### src/rtl/memreg_fifo.sv
// Synchronous FIFO over a flip-flop register array with valid/ready ports,
// a head-relative peek port and a sticky overflow flag.
module memreg_fifo #(
  parameter int WIDTH = 4,
  parameter int DEPTH = 8,
  parameter int AW    = 3
) (
  input  logic             clk,
  input  logic             reset,
  input  logic             in_valid,
  output logic             in_ready,
  input  logic [WIDTH-1:0] in_data,
  output logic             out_valid,
  input  logic             out_ready,
  output logic [WIDTH-1:0] out_data,
  input  logic [AW-1:0]    peek_addr,
  output logic [WIDTH-1:0] peek_data,
  output logic [AW:0]      count,
  output logic             overflow
);

  localparam logic [AW:0] FULL = (AW+1)'(DEPTH);

  (* mem2reg *) logic [WIDTH-1:0] mem_q [DEPTH];
  logic [AW-1:0] wr_ptr_q, wr_ptr_d;
  logic [AW-1:0] rd_ptr_q, rd_ptr_d;
  logic [AW:0]   count_q, count_d;
  logic          overflow_q, overflow_d;
  logic          push, pop;
  logic [AW-1:0] peek_idx;

  assign in_ready  = (count_q != FULL);
  assign out_valid = (count_q != '0);
  assign push      = in_valid && in_ready;
  assign pop       = out_valid && out_ready;

  always_comb begin
    // NOTE: every signal gets a default first so no path leaves it unassigned
    // and no latch is inferred.
    wr_ptr_d   = wr_ptr_q;
    rd_ptr_d   = rd_ptr_q;
    count_d    = count_q;
    overflow_d = overflow_q;
    if (push) wr_ptr_d = wr_ptr_q + 1'b1;
    if (pop)  rd_ptr_d = rd_ptr_q + 1'b1;
    if (push && !pop)      count_d = count_q + 1'b1;
    else if (pop && !push) count_d = count_q - 1'b1;
    if (in_valid && !in_ready) overflow_d = 1'b1;
  end

  always_ff @(posedge clk) begin
    if (reset) begin
      wr_ptr_q   <= '0;
      rd_ptr_q   <= '0;
      count_q    <= '0;
      overflow_q <= 1'b0;
      // NOTE: the array lives in flops, so it is cleared like any other state;
      // this keeps peek/out data deterministic after a mid-stream reset.
      for (int i = 0; i < DEPTH; i++) mem_q[i] <= '0;
    end else begin
      // NOTE: non-blocking assignments so all state updates see pre-edge values.
      wr_ptr_q   <= wr_ptr_d;
      rd_ptr_q   <= rd_ptr_d;
      count_q    <= count_d;
      overflow_q <= overflow_d;
      if (push) mem_q[wr_ptr_q] <= in_data;
    end
  end

  // Peek index wraps naturally in AW bits; offsets beyond the fill level read 0.
  assign peek_idx  = rd_ptr_q + peek_addr;
  assign peek_data = ({1'b0, peek_addr} < count_q) ? mem_q[peek_idx] : '0;
  assign out_data  = out_valid ? mem_q[rd_ptr_q] : '0;
  assign count     = count_q;
  assign overflow  = overflow_q;

endmodule

### config.mk
export PLATFORM = sky130hd
export DESIGN_NAME = memreg_fifo
export DESIGN_NICKNAME = d
export VERILOG_FILES = /design/src/rtl/memreg_fifo.sv
export SDC_FILE = /design/constraint.sdc
export NUM_CORES = 1
export LEC_CHECK = 0
export CORE_ASPECT_RATIO = 0.9
export CORE_MARGIN = 3
export CORE_UTILIZATION = 55
export CTS_CLUSTER_SIZE = 14
export DETAILED_ROUTE_END_ITERATION = 8
export GPL_ROUTABILITY_DRIVEN = 0
export PLACE_DENSITY = 0.79
export SLEW_MARGIN = 10
export SYNTH_ARGS = -nofsm -noshare
export SYNTH_HDL_FRONTEND = slang
export SYNTH_SLANG_ARGS = --single-unit
export TNS_END_PERCENT = 10
### constraint.sdc
create_clock -name clk -period 4.4 [get_ports clk]
set_input_delay 0.66 -clock clk [delete_from_list [all_inputs] [get_ports clk]]
set_output_delay 0.66 -clock clk [all_outputs]
set_load 0.01 [all_outputs]
==> reports/metrics.csv <==
metric,value,unit
dieArea,5440,um^2
start_kind,primary input,
fmax,0.261,GHz
final_cells,291,
internal-power,1050,uW
synth-edff-count,32,
power_frac_comb,42.9,%
syn_inst,212,
maxSlewHeadroom,43.3,%
drc_errors,0,
rows,22,
syn_avg_cell_area,11.9,um^2
wire_per_inst,17.2,um
syn_area,2520,um^2
cpMostUsedCell,clkdlybuf4s50_1,
ir_worst_vdd,443,uV
power_frac_clock,18.4,%
cts.root.buffer_cell,clkbuf_8,
postRouteAntennaNets,0,
clk_pin_slew,0.08,ns
min-delay-start,overflow,
yosys_warnings,0,
grt_max_degree,26,
power,1600,uW
period_minus_slack,3.83,ns
period_share,87.1,%
antenna_found_initial,0,
syn_to_final_growth,14.6,%
hold_violations,0,
synth_common_cells,"nor2_1, edfxtp_1, mux4_2, dfxtp_1, nand2_1",
cts_sinks,46,
pre_cts_ws,0.578,ns
rsz0062_at_grt,no,
cts_tree,done,
postCtsHoldBufs,0,
final.setup.worst_slack,0.569,ns
tightest_slew,0.848,ns
switching_share,34.4,%
drt_pass1_iterations,4,
core_region_area,4240,um^2
cts_setup_buffers,0,
ios,26,
reg2regPathDepth,10,
clockBufferDepth,2,
netSwitchingPower,549,uW
cts_made_buffers,5,
status,"finished, final reports clean",
tns,0,ns
cts_resized,0,
crit_path_end_kind,output port,
drt-initial-drc-count,200,
slowest_delay,0.73,ns
crit_fanout,8,
required,3.74,ns
grt_usage,19.2,%
nets,251,
r2r-end,count[3],
reg2reg_slack,1.57,ns
min_path_cells,2,
grt_pass1_wl,7.95,mm
fin_area,2890,um^2
drv_cap,0,
die_x,77.4,um
finalSetupViolCount,0,
placed_area,2790,um^2
grt_pass1_vias,1590,
post-synth-top-count-cell,nor2_1,
drive_gt1_share,14.3,%
skew,0.00621,ns
hold_path.class,register to register,
die_y,70.3,um
yosys.area.top_type,edfxtp_1,
yosysUniqueCellTypes,33,
ys_ff_latch,46,
powerDensity,553,nW/um^2
n_fill_cell,343,
crit_chain,"clkdlybuf4s50_1, ha_1, inv_1, fa_1, mux4_2, mux2i_1, a21oi_1, clkdlybuf4s50_1",
worstSetupPathType,primary input to output port,
via_per_inst,5.70,
clkLatencyLatePin,0.30,ns
slew_violations,0,
ctsHtreeMaxLevel,2,
place_inst,283,
diodes,0,
grt_overflow,0,
syn_nets,233,
synthArstFlopShare,0,%
worstPathArrival,3.17,ns
ys.flop_type,edfxtp_1,
start_util,59.5,%
sequentialPowerShare,38.8,%
vias,1660,
hpwl,3.90,mm
rr_startpoint,count[0],
ys_top_cells_by_area,"edfxtp_1, mux4_2, dfxtp_1",
p_leak,0.00105,uW
port-buffer-count,25,
worst_path_max_delay_cell,fa_1,
ys_seq_area_share,49.2,%
drt_wl_total,5.01,mm
yosys.area.top_type_share,38.1,%
min_to,overflow,
==> cell usage in the layout, fill, tap and decap left out <==
master | Yosys | final
mux4_2 | 16 | 16
nor4_4 | 1 | 1
nor2b_1 | 2 | 2
a21o_2 | 3 | 3
a21oi_1 | 8 | 8
inv_1 | 9 | 9
clkbuf_16 | 0 | 1
nand3b_1 | 1 | 1
xnor2_1 | 1 | 1
mux2i_1 | 9 | 9
clkbuf_8 | 0 | 5
a211oi_1 | 2 | 2
dfxtp_1 | 14 | 14
and3_4 | 1 | 1
xor2_1 | 7 | 7
ha_1 | 8 | 8
mux2_2 | 1 | 1
nand2_1 | 12 | 12
clkdlybuf4s50_1 | 0 | 25
inv_2 | 1 | 1
a21o_1 | 5 | 5
a31o_1 | 1 | 1
a31o_2 | 1 | 1
fa_1 | 2 | 2
nor2_1 | 49 | 49
edfxtp_1 | 32 | 32
nor3b_2 | 1 | 1
clkbuf_1 | 6 | 1
a31oi_1 | 1 | 1
clkinvlp_4 | 0 | 1
or3_1 | 1 | 1
nand2b_1 | 3 | 3
nor4b_4 | 1 | 1
nand3_1 | 5 | 5
==> cell type report <==
cell class | instances | area, um^2 | area share (%)
Clock buffer | 7 | 97.6 | 3.38
Clock inverter | 1 | 7.51 | 0.260
Inverter | 10 | 37.5 | 1.30
Multi-Input combinational cell | 142 | 1180 | 40.9
Sequential cell | 46 | 1240 | 42.9
Tap cell | 60 | 75.1 | 2.60
Timing Repair Buffer | 25 | 250 | 8.65
==> critical path: cells and delay by family <==
kind	cells	cell delay, ns
mux	2	0.56
fa+ha+maj	2	0.87
compound gates	1	0.06
buf+inv	3	1.02
==> worst max-delay path by stage <==
stage | startpoint | to | slack [ns] | cells after the start
3_5_place_dp | peek_addr[0] | peek_data[0] | 0.58 | 9
4_1_cts | peek_addr[0] | peek_data[0] | 0.57 | 8
2_1_floorplan | peek_addr[0] | peek_data[0] | 1.63 | 7
5_1_grt | peek_addr[0] | peek_data[0] | 0.44 | 9
3_3_place_gp | peek_addr[0] | peek_data[1] | 0.65 | 8
6_report | peek_addr[0] | peek_data[0] | 0.57 | 8
==> logic make-up after synthesis <==
group | after synthesis | share of synthesized area (%)
AO/OA/AOI/OAI | 21 | 5.65
XOR/XNOR | 8 | 2.78
adder cells (fa/ha/maj) | 10 | 5.55
buffers and inverters | 24 | 3.97
flip-flops | 46 | 49.2
multiplexers | 26 | 18.3
AND/OR/NAND/NOR | 77 | 14.6
==> flip-flops by register name (all words and copies together) (netlist names), named ones only <==
signal,count
mem_q,32
count,4
rd_ptr_q,3
wr_ptr_q,3
overflow,1
==> power by group through the flow <==
stage / sequential [uW] / combinational, uW / clock (uW)
floorplan: 585 / 502 / 0
global placement: 625 / 671 / 0
detailed placement: 631 / 684 / 0
CTS: 620 / 690 / 297
global route: 631 / 747 / 313
finish: 619 / 685 / 294
==> per-stage QoR <==
stage / hold WS (ns) / utilization, %
after global routing: 0.531 / 68.2
after detailed placement: 0.464 / 65.7
after global placement: 0.454 / 65.7
final: 0.484 / 68.2
after floorplan: 0.467 / -
after CTS: 0.491 / 68.2
==> layer usage <==
layer	part of all wire (%)	track usage (%)	wire length, um
met5	0	0	0
met3	6.7	4.64	336
met4	1.2	5.73	60
met2	45	28.6	2270
met1	47	28.1	2340
Note: power is estimated with default switching activity, not from simulation.
